[config.mk]
export PLATFORM = sky130hd
export DESIGN_NAME = control
export DESIGN_NICKNAME = d
export VERILOG_FILES = /design/src/rtl/control.sv
export SDC_FILE = /design/constraint.sdc
export NUM_CORES = 1
export LEC_CHECK = 0
export CORE_AREA = 2 2 39 41
export CTS_CLUSTER_SIZE = 8
export DETAILED_ROUTE_END_ITERATION = 10
export DIE_AREA = 0 0 41 43
export HOLD_SLACK_MARGIN = 0.05
export PLACE_DENSITY = 0.51
export SYNTH_ARGS = -nofsm -noshare
export SYNTH_HDL_FRONTEND = slang
export SYNTH_SLANG_ARGS = --single-unit
[constraint.sdc]
create_clock -name clk_i -period 1.55 [get_ports clk_i]
set_input_delay 0.3875 -clock clk_i [delete_from_list [all_inputs] [get_ports clk_i]]
set_output_delay 0.3875 -clock clk_i [all_outputs]
set_load 0.01 [all_outputs]
[src/rtl/control.sv]
// Main control unit of the single-issue RV32I datapath: decodes the 7-bit opcode
// into registered datapath control strobes with one cycle of latency.
module control (
    input  logic       clk_i,
    input  logic       rst_i,
    input  logic [6:0] opcode_i,
    output logic       reg_write_o,
    output logic [1:0] alu_op_o,
    output logic       alu_src_o,
    output logic       mem_write_o,
    output logic       mem_read_o,
    output logic       men_to_reg_o,
    output logic       branch_o
);

    localparam logic [6:0] OP_R_TYPE = 7'b0110011;
    localparam logic [6:0] OP_I_ALU  = 7'b0010011;
    localparam logic [6:0] OP_LOAD   = 7'b0000011;
    localparam logic [6:0] OP_STORE  = 7'b0100011;
    localparam logic [6:0] OP_BRANCH = 7'b1100011;

    // ALU operation classes understood by the ALU-control block
    typedef enum logic [1:0] {
        ALU_ADD    = 2'b00,
        ALU_BRANCH = 2'b01,
        ALU_R_TYPE = 2'b10,
        ALU_I_TYPE = 2'b11
    } alu_op_e;

    typedef struct packed {
        logic    reg_write;
        logic    alu_src;
        logic    men_to_reg;
        logic    mem_read;
        logic    mem_write;
        logic    branch;
        alu_op_e alu_op;
    } ctrl_t;

    localparam ctrl_t CTRL_NOP = '{
        reg_write: 1'b0, alu_src: 1'b0, men_to_reg: 1'b0, mem_read: 1'b0,
        mem_write: 1'b0, branch: 1'b0, alu_op: ALU_ADD
    };

    ctrl_t ctrl_next;
    ctrl_t ctrl_q;

    // Full 7-bit match: anything not listed, including [1:0] != 2'b11, is a NOP.
    always_comb begin
        // NOTE: default the whole row first so every path assigns every field and no latch is inferred.
        ctrl_next = CTRL_NOP;
        unique case (opcode_i)
            OP_R_TYPE: begin
                ctrl_next.reg_write = 1'b1;
                ctrl_next.alu_op    = ALU_R_TYPE;
            end
            OP_I_ALU: begin
                ctrl_next.reg_write = 1'b1;
                ctrl_next.alu_src   = 1'b1;
                ctrl_next.alu_op    = ALU_I_TYPE;
            end
            OP_LOAD: begin
                ctrl_next.reg_write  = 1'b1;
                ctrl_next.alu_src    = 1'b1;
                ctrl_next.men_to_reg = 1'b1;
                ctrl_next.mem_read   = 1'b1;
            end
            OP_STORE: begin
                ctrl_next.alu_src   = 1'b1;
                ctrl_next.mem_write = 1'b1;
            end
            OP_BRANCH: begin
                ctrl_next.branch = 1'b1;
                ctrl_next.alu_op = ALU_BRANCH;
            end
            default: ctrl_next = CTRL_NOP;
        endcase
    end

    always_ff @(posedge clk_i) begin
        // NOTE: non-blocking assignment keeps the register update order-independent across always_ff blocks.
        if (rst_i) begin
            ctrl_q <= CTRL_NOP;
        end else begin
            ctrl_q <= ctrl_next;
        end
    end

    assign reg_write_o  = ctrl_q.reg_write;
    assign alu_src_o    = ctrl_q.alu_src;
    assign men_to_reg_o = ctrl_q.men_to_reg;
    assign mem_read_o   = ctrl_q.mem_read;
    assign mem_write_o  = ctrl_q.mem_write;
    assign branch_o     = ctrl_q.branch;
    assign alu_op_o     = ctrl_q.alu_op;

endmodule

== After elaboration in Yosys (flattened, before gate mapping) ==
Index checks and enable logic that the tools add are counted.

* Bits in registers: 8
* Logic and storage cells: 20

* Equal/unequal tests: 5
* Muxes and demuxes: 6
* Reduce and logical (&&, ||, !) cells: 2

{| class="wikitable"
|+ Operator list
! kind !! number
|-
| $eq A7 B6 Y1 const B || 2
|-
| $eq A7 B2 Y1 const B || 1
|-
| $eq A7 B5 Y1 const B || 1
|-
| $eq A7 B7 Y1 const B || 1
|-
| $pmux W2 S3 || 1
|-
| $reduce_or A3 Y1 || 2
|-
| $mux W1 || 4
|-
| $mux W2 || 1
|}

== Logic depth before layout (Yosys ltp) ==
Gate-level depths: netlist (run 1).

* Depth after elaboration: 3
* Mapped depth: 3
* Depth with buffers taken out: 2

== Least setup slack after synthesis (run 1) ==
No wires, ideal clock.

* Path kind: in2reg
* Start: input opcode_i[2]
* End: register ctrl_q (netlist bit alu_src_o)
* Library setup time: 0.114 ns
* Arrival time: 0.924 ns
* Data required time: 1.436 ns
* Slack: 0.511 ns
* Stages: 3
* Buffers on the path: 1
* Path through: nand4bb_1 > clkbuf_1 > a2111oi_0

* Cells in the longest elaborated chain, start to end: 3
* Elaborated cells between the ends (all ways): 5
* Those cells by class: eq/ne: 3; mux: 1; reduce/logical: 1

{| class="wikitable"
|+ RTL lines
! element !! line !! text
|-
| from (decl) || 6 || <nowiki>input logic [6:0] opcode_i,</nowiki>
|-
| $eq A7 B2 Y1 (tied with other cells) || 52 || <nowiki>unique case (opcode_i)</nowiki>
|-
| $reduce_or A3 Y1 (no source line) (*) || -- ||
|-
| $mux W1 (*) || 52 ||
|-
| to (signal assigned) || 85 || <nowiki>ctrl_q <= ctrl_next;</nowiki>
|-
| to (decl) || 46 || <nowiki>ctrl_t ctrl_q;</nowiki>
|}

Every way passes the cells marked *; elsewhere a longest branch is shown, timed or not.
A chain may end at the register's enable or synchronous reset.

==> results of run 1 <==
-- layout make-up --
class / count / share of cell area (%)
clock buffers: 4 / 5.61
flip-flops and latches: 7 / 29.9
multi-input cells: 12 / 19.5
well taps: 16 / 4.28
repair buffers: 20 / 40.6
-- registers in the layout, indices dropped and copies added (netlist names) --
name / flops
branch_o: 1
alu_op_o: 2
alu_src_o: 1
men_to_reg_o: 1
reg_write_o: 1
mem_write_o: 1
-- cell usage after synthesis --
| library cell | instances | share of area, % |
|---|---|---|
| nor3_1 | 2 | 4.1 |
| buf_4 | 1 | 3.1 |
| clkbuf_1 | 1 | 1.5 |
| dfxtp_1 | 7 | 58 |
| nand3b_1 | 1 | 3.1 |
| nor4_1 | 1 | 2.6 |
| or3b_1 | 1 | 3.6 |
| or3_1 | 1 | 2.6 |
| a2111oi_0 | 1 | 3.6 |
| nand4bb_1 | 1 | 4.6 |
| a211oi_1 | 1 | 3.1 |
| nor4b_1 | 2 | 7.2 |
| and2b_1 | 1 | 3.1 |
-- routing by layer --
layer / routed length [µm] / up-vias / track usage [%]
met5: 0 / - / 0
met4: 0 / 0 / 8.00
met3: 63 / 0 / 3.14
li1: - / 123 / -
met2: 224 / 15 / 6.88
met1: 218 / 110 / 9.42
-- worst min path at each step --
stage / startpoint / end / slack, ns / depth (start not counted)
floorplan: opcode_i[6] / reg_write_o / 0.46 / 1
global placement: opcode_i[4] / alu_op_o[1] / 1.04 / 2
detailed placement: opcode_i[4] / alu_op_o[1] / 1.06 / 2
CTS: opcode_i[4] / alu_op_o[1] / 0.79 / 2
global route: opcode_i[4] / alu_op_o[1] / 0.81 / 2
finish: opcode_i[4] / alu_op_o[1] / 0.79 / 2
-- power by group --
part / leakage (nW) / internal, W / switching, W / total, W
Clock: 0.0150 / 0.0000978 / 0.0000615 / 0.000159
Combinational: 0.0924 / 0.0000298 / 0.0000137 / 0.0000435
Sequential: 0.0564 / 0.000181 / 0.000000243 / 0.000182
-- through the flow --
stage               instances  setup TNS, ns  util [%]  power, W
floorplan                  21              0         -  0.000194
global route               59              0      33.8  0.000402
detailed placement         55        -0.0375      31.9  0.000228
CTS                        59              0      33.8  0.000393
global placement           55        -0.0109      31.9  0.000227
finish                     59              0      33.8  0.000384
-- cell families after synthesis --
group           Yosys count  share of synthesized area, %
simple gates             10                          30.9
flops                     7                          57.7
compound gates            2                          6.70
buf+inv                   2                          4.64
==> results.md, run 1 <==
- Status: complete, no violations
- Clock buffer depth: 2
- Final hold slack: 0.794 ns
- First-pass GRT wire length: about 750 µm
- Register area share after synthesis: 57.7%
- Crit path buffers/inverters: 1
- Initial antenna violation count: 0
- Worst setup path startpoint: men_to_reg_o
- Drt pass-1 iters: 6
- Die area: 1760 µm²
- Critical Path AT: 1.09 ns
- Io pins: 17
- Leak: 0.164 nW
- Nets: 53
- Ys Warns: 0
- Setup repair bufs after CTS: 0
- Pin count of the biggest net entering global routing: 8
- Antenna viol nets, final: 0
- Vias per cell: approximately 4.2
- Htree depth: 1
- Max Cap Viol: 0
- Row count: 14
- Setup slack at placement: -0.0262 ns
- FF+latch area: 140 µm²
- DRT iter0 DRCs: 15
- Slew headroom: 72.5%
- Tmin final: ~1.5 ns
- Slew Limit Fails: 0
- Final instance area: 468 µm²
- Syn nets: 30
- Hold buffers post-CTS: 0
- Number of diodes: 0
- Synth cell types: 13
- Worst Hold Class: input port to flip-flop
- TritonCTS Sinks: 7
- Total number of vias: between 200 and 250
- Startpoint types: flip-flop
- CTS Buf Count: 3
- Final hold vios: 0
- Multi-input combinational cell area: 91.3 µm²
- Initial core utilization: about 18%
- Critical Path End: mem_read_o
- Vias in the first global route: slightly below 200
- Core Area: 1380 µm²
- Levels on crit path: 1
- Die height: between 40 and 50 µm
- CTS tree: done
- FMAX: just under 700 MHz
- CTS Root Cell: clkbuf_4
- Die width: 41 µm
- Commonest non-fill, non-tap cell in the layout: clkdlybuf4s50_1
- Max VDD drop: roughly 260 µV
- CP Max Fanout: 2
- Commonest cells after routing, fill and taps aside: clkdlybuf4s50_1, dfxtp_1, buf_4
- Placer congestion estimate: approximately 0.79
- Final setup viols: 0
- Fraction of layout cells with a size suffix above 1: 16.3%
- Min setup slack post-route: 0.0679 ns
- Post-Syn Instances: 21
- Largest stage delay, worst path: roughly 0.53 ns
- RSZ-0062 raised after global routing: false
- Worst path top cell family by delay: buffers and inverters
- Mapped Area: 243 µm²
- Gr ovfl total: 0
- Crit-path cells: clkdlybuf4s50_1
- GRT Overall Usage: 6.95%
- DRC viols: 0
- Fillers: 137
- Worst setup EP type: output pin
- Power density cells: a little over 800 nW/µm²
- Area grow syn2layout: 92.8%
- Worst slew pin tran: 0.403 ns
- Required @ worst endpoint: 1.16 ns
- Port Buf Inserts: 16
- Overall routed net length: 507 µm
- Syn Area/Cell: 11.6 µm²
- Routed WL per cell: 8.59 µm
- Post-synthesis register bit count: 7
- CTS resizes: 0
- DP Area: 442 µm²
- Crit path max-delay cell type: clkdlybuf4s50_1
- Fin crit share: between 90% and 100%
- Worst Setup Path Type: flip-flop to output pin
- Clock-pin slew on the worst setup and hold paths: 0.05 ns
Note: power is estimated with default switching activity, not from simulation.
==> run 2: changes to the inputs <==
--- a/config.mk
+++ b/config.mk
@@ -12,5 +12,7 @@
 export HOLD_SLACK_MARGIN = 0.05
 export PLACE_DENSITY = 0.51
+export SKIP_LAST_GASP = 1
 export SYNTH_ARGS = -nofsm -noshare
 export SYNTH_HDL_FRONTEND = slang
 export SYNTH_SLANG_ARGS = --single-unit
+export TNS_END_PERCENT = 1
==> constraint.sdc (replaced) <==
create_clock -name clk_i -period 1.55 [get_ports clk_i]
set_input_delay 0.3875 -clock clk_i [delete_from_list [all_inputs] [get_ports clk_i]]
set_output_delay 0.3875 -clock clk_i [all_outputs]
set_load 0.05 [all_outputs]
==> results.md, run 2 (same netlist as run 1, synthesis figures left out) <==
- Nets: 53 (unchanged)
- Htree depth: 1 (unchanged)
- GRT Overall Usage: 8.47% (+1.5 points)
- Crit-path cells: clkdlybuf4s50_1 -> buf_4 -> or3_1 -> nor3_1
- Worst setup EP type: flip-flop
- DRT iter0 DRCs: 2 (-13)
- Max Cap Viol: 0 (unchanged)
- Tmin final: 1.32 ns (-0.162 ns)
- Leak: 0.204 nW (+25%)
- Vias per cell: 4.08 (-2.8%)
- Core Area: 1380 µm² (unchanged)
- CTS Buf Count: 3 (unchanged)
- DRC viols: 0 (unchanged)
- Max VDD drop: 489 µV (+90%)
- Pin count of the biggest net entering global routing: 8 (unchanged)
- Setup repair bufs after CTS: 0 (unchanged)
- Power density cells: 721 nW/µm² (-12%)
- Io pins: 17 (unchanged)
- First-pass GRT wire length: 931 µm (+24%)
- Row count: 14 (unchanged)
- FMAX: 758 MHz (+12%)
- Die width: 41 µm (unchanged)
- Required @ worst endpoint: 1.72 ns (+0.56 ns)
- RSZ-0062 raised after global routing: false
- Setup slack at placement: -0.0363 ns (-0.0101 ns)
- Drt pass-1 iters: 3 (-3)
- Min setup slack post-route: 0.230 ns (+0.162 ns)
- Die area: 1760 µm² (unchanged)
- Slew Limit Fails: 0 (unchanged)
- Final non-filler cell total: 59 (unchanged)
- Clock-pin slew on the worst setup and hold paths: 0.06 ns (about the same)
- Worst Hold Class: input port to flip-flop
- Worst Hold Launch: opcode_i[4]
- Inst Count DP: 55 (unchanged)
- Status: complete, no violations
- Final setup viols: 0 (unchanged)
- Hold endpoint: alu_op_o[1]
- Crit path max-delay cell type: clkdlybuf4s50_1
- Fraction of layout cells with a size suffix above 1: 37.2% (+21 points)
- Detail Placement HPWL: about 440 µm
- Hold depth: 2 (unchanged)
- Startpoint types: input port
- Area grow syn2layout: 126%
- Slew headroom: 74.9% (+2.4 points)
- Placer congestion estimate: 0.780 (-0.98%)
- Routed WL per cell: 9.56 µm (+11%)
- Port Buf Inserts: 16 (unchanged)
- Overall routed net length: 564 µm (+11%)
- Total number of vias: 241 (-2.8%)
- Antenna viol nets, final: 0 (unchanged)
- Final hold vios: 0 (unchanged)
- Number of diodes: 0 (unchanged)
- Hold buffers post-CTS: 0 (unchanged)
- Die height: 43 µm (unchanged)
- CP Max Fanout: 4 (+2)
- Max reg flops: 2 (unchanged)
- Vias in the first global route: 234 (+20%)
- CTS Root Cell: clkbuf_4
- CTS tree: done
- Commonest cells after routing, fill and taps aside: clkdlybuf4s50_1, buf_12, dfxtp_1
- Gr ovfl total: 0 (unchanged)
- Crit path buffers/inverters: 2 (+1)
- Worst slew pin tran: 0.367 ns (-0.0354 ns)
- Initial antenna violation count: 0 (unchanged)
- TritonCTS Sinks: 7 (unchanged)
- Initial core utilization: 17.5% (unchanged)
- Worst Setup Path Type: input port to flip-flop
- Largest stage delay, worst path: 0.44 ns (-0.09 ns)
- Fin crit share: 85.2% (-10 points)
- Critical Path AT: 1.49 ns (+0.40 ns)
- CTS resizes: 0 (unchanged)
- Clock buffer depth: 2 (unchanged)
- Worst path top cell family by delay: buffers and inverters
## run 2: metal layers
metal  up-vias  global-route usage (%)  share of wire [%]
met3         0                    4.71                7.6
li1        125                       -                  -
met4         0                    6.00                  0
met2        15                    11.6                 55
met5         -                       0                  0
met1       101                    9.45                 38
## run 2: metrics by stage
step / area, µm² / total power (W) / utilization [%] / hold slack, ns / TNS, ns
floorplan: 243 / 0.000197 / - / 0.464 / 0
global placement: 522 / 0.000233 / 37.7 / 0.835 / 0
detailed placement: 522 / 0.000235 / 37.7 / 0.836 / -0.0578
CTS: 549 / 0.000404 / 39.7 / 0.782 / 0
global route: 549 / 0.000420 / 39.7 / 0.784 / 0
finish: 549 / 0.000396 / 39.7 / 0.789 / 0
## run 2: area by class of cell
cell class	instances	area [µm²]
Fill cell	133	835
Timing Repair Buffer	20	270
Clock inverter	1	5.00
Sequential cell	7	140
Multi-Input combinational cell	12	91.3
Clock buffer	3	22.5
Tap cell	16	20.0
## run 2: worst max-delay path by stage
stage	slack (ns)	cells past startpoint	startpoint	end
floorplan	0.27	1	men_to_reg_o	men_to_reg_o
global placement	0.0009	3	opcode_i[2]	alu_src_o
detailed placement	-0.04	4	opcode_i[4]	men_to_reg_o
CTS	0.23	4	opcode_i[4]	men_to_reg_o
global route	0.04	3	opcode_i[3]	alu_src_o
finish	0.23	4	opcode_i[4]	men_to_reg_o
## run 2: power breakdown
| group | switching (W) | internal, W | total [W] |
|---|---|---|---|
| clock network | 0.0000707 | 0.0000943 | 0.000165 |
| registers | 0.000000865 | 0.000181 | 0.000182 |
| logic | 0.0000170 | 0.0000320 | 0.0000490 |
==> run 3: changes to the inputs <==
- HOLD_SLACK_MARGIN: 0.05 -> 0.1
- PLACE_DENSITY: 0.51 -> 0.53
- clock period: 1.55 -> 1.2 ns (I/O delays scaled with it)
==> results.md, run 3 (same netlist as run 1, synthesis figures left out) <==
- Status: finished with violations
- Failing checks: negative setup slack
- Internal power: 0.000409 W (+33%)
- Final instance area: 593 µm² (+8.0%)
- Worst path top cell family by delay: buffers and inverters
- Max VDD drop: 318 µV (-35%)
- Number of diodes: 0 (unchanged)
- Largest stage delay, worst path: 0.42 ns (-0.02 ns)
- Min setup slack post-route: -0.00571 ns (-0.236 ns)
- Startpoint types: input port
- Vias per cell: 4.03 (-1.3%)
- Total number of vias: 242 (+0.41%)
- Levels on crit path: 4 (unchanged)
- Multi-input combinational cell area: 126 µm² (+38%)
- Antenna viol nets, final: 0 (unchanged)
- Die height: 43 µm (unchanged)
- Tmin final: between 1 and 1.5 ns
- Crit path max-delay cell type: clkdlybuf4s50_1
- Max reg flops: 2 (unchanged)
- Drt pass-1 iters: 2 (-1)
- Worst Setup Path Type: input port to flip-flop
- Slew Limit Fails: 0 (unchanged)
- Port Buf Inserts: 16 (unchanged)
- Slew headroom: 83.8% (+8.9 points)
- Io pins: 17 (unchanged)
- Area grow syn2layout: 144%
- Register share of total power: 45.3% (-0.6 points)
- Vias in the first global route: 233 (-0.43%)
- CTS Root Cell: clkbuf_4
- FMAX: approximately 830 MHz
- Placer congestion estimate: 0.674 (-14%)
- Routed WL per cell: 10.6 µm (+11%)
- Nets: 54 (+1.9%)
- CP Max Fanout: 4 (unchanged)
- Comb pwr share: 15.0% (+2.6 points)
- First-pass GRT wire length: 876 µm (-5.9%)
- Total power: 0.000520 W (+31%)
- Overall routed net length: 634 µm (+12%)
- Switching share of power: 21.4% (-1.0 points)
- Max Cap Viol: 0 (unchanged)
- GRT Overall Usage: 7.75% (-0.72 points)
- Worst setup path startpoint: opcode_i[4]
- Initial core utilization: 17.5% (unchanged)
- FF+latch area: 140 µm² (unchanged)
- Critical Path AT: 1.38 ns (-0.11 ns)
- Clock power frac: 39.7% (-2.0 points)
- Core Area: 1380 µm² (unchanged)
- Sw power: 0.000111 W (+25%)
- Setup slack at placement: -0.271 ns (-0.234 ns)
- CTS Buf Count: 3 (unchanged)
- Die width: 41 µm (unchanged)
- Crit path buffers/inverters: 2 (unchanged)
- Power density cells: 876 nW/µm² (+22%)
- DRT iter0 DRCs: 1 (-1)
- Leak: 0.221 nW (+8.0%)
- Commonest cells after routing, fill and taps aside: buf_12, dfxtp_1, clkdlybuf4s50_1
- Clock buffer depth: 2 (unchanged)
- Die area: 1760 µm² (unchanged)
- Commonest non-fill, non-tap cell in the layout: buf_12
- Htree depth: 1 (unchanged)
- CTS tree: done
- DRC viols: 0 (unchanged)
- Fillers: 124 (-6.8%)
- TritonCTS Sinks: 7 (unchanged)
- Pin count of the biggest net entering global routing: 6 (-2)
- Worst Hold Class: input port to flip-flop
- Initial antenna violation count: 0 (unchanged)
- Crit-path cells: clkdlybuf4s50_1 -> buf_4 -> or3_1 -> nor3_2
- Clock-pin slew on the worst setup and hold paths: 0.05 ns (about the same)
- Fraction of layout cells with a size suffix above 1: 47.7% (+11 points)
- Final hold vios: 0 (unchanged)
- Row count: 14 (unchanged)
- DP Area: 529 µm² (+1.4%)
- RSZ-0062 raised after global routing: true
- Gr ovfl total: 0 (unchanged)
- Required @ worst endpoint: 1.37 ns (-0.35 ns)
- Critical Path End: men_to_reg_o
- Setup repair bufs after CTS: 0 (unchanged)
- Final setup viols: 1 (+1)
- Worst slew pin tran: 0.241 ns (-0.126 ns)
- Hold buffers post-CTS: 0 (unchanged)
- Fin crit share: 100%
- Worst setup EP type: flip-flop
run 3: cell count changes in the layout (fill, tap and decap cells not counted), sizes merged:
cell           change
clkinv             -1
dlymetal6s2s       +1
buf                +1
clkbuf             +1
clkdlybuf4s50      -1
run 3: worst min-delay path by stage:
| stage | start | endpoint | slack, ns | cells past startpoint |
|---|---|---|---|---|
| floorplan | opcode_i[6] | reg_write_o | 0.38 | 1 |
| global placement | alu_op_o[1] | alu_op_o[1] | 0.75 | 1 |
| detailed placement | reg_write_o | reg_write_o | 0.75 | 1 |
| finish | opcode_i[6] | alu_src_o | 0.36 | 2 |
| CTS | rst_i | alu_op_o[1] | 0.71 | 2 |
| global route | opcode_i[6] | alu_src_o | 0.35 | 2 |
run 3: layout make-up:
type | count | area share [%]
Clock buffer | 4 | 4.43
Multi-Input combinational cell | 12 | 21.3
Sequential cell | 7 | 23.6
Tap cell | 16 | 3.38
Timing Repair Buffer | 21 | 47.3
run 3: metal layers:
metal | vias to the layer above | global-route usage (%) | routed length, µm
li1 | 127 | - | -
met1 | 101 | 9.39 | 255
met2 | 14 | 9.38 | 329
met3 | 0 | 3.14 | 49
met4 | 0 | 8.00 | 0
met5 | - | 0 | 0
run 3: metrics by stage:
stage,instances,utilization [%],setup TNS [ns],hold slack [ns]
final,60,42.9,-0.00571,0.362
after global routing,60,42.9,-0.0617,0.355
after CTS,60,40.5,-0.00853,0.710
after floorplan,21,-,0,0.377
after detailed placement,56,38.2,-1.56,0.748
after global placement,56,38.2,-1.52,0.747
run 3: power by group through the flow:
stage / sequential [W] / clock [W] / combinational (W)
after floorplan: 0.000244 / 0 / 0.0000108
after global placement: 0.000240 / 0 / 0.0000638
after detailed placement: 0.000240 / 0 / 0.0000660
after CTS: 0.000235 / 0.000214 / 0.0000669
after global routing: 0.000235 / 0.000230 / 0.0000819
final: 0.000235 / 0.000207 / 0.0000779
run 3: what timing repair did:
action / CTS / global route
endpoints found under the hold margin: 0 / 0
resized for setup: 1 / 7
pin swaps: 0 / 2
setup endpoints to repair: 2 / 6
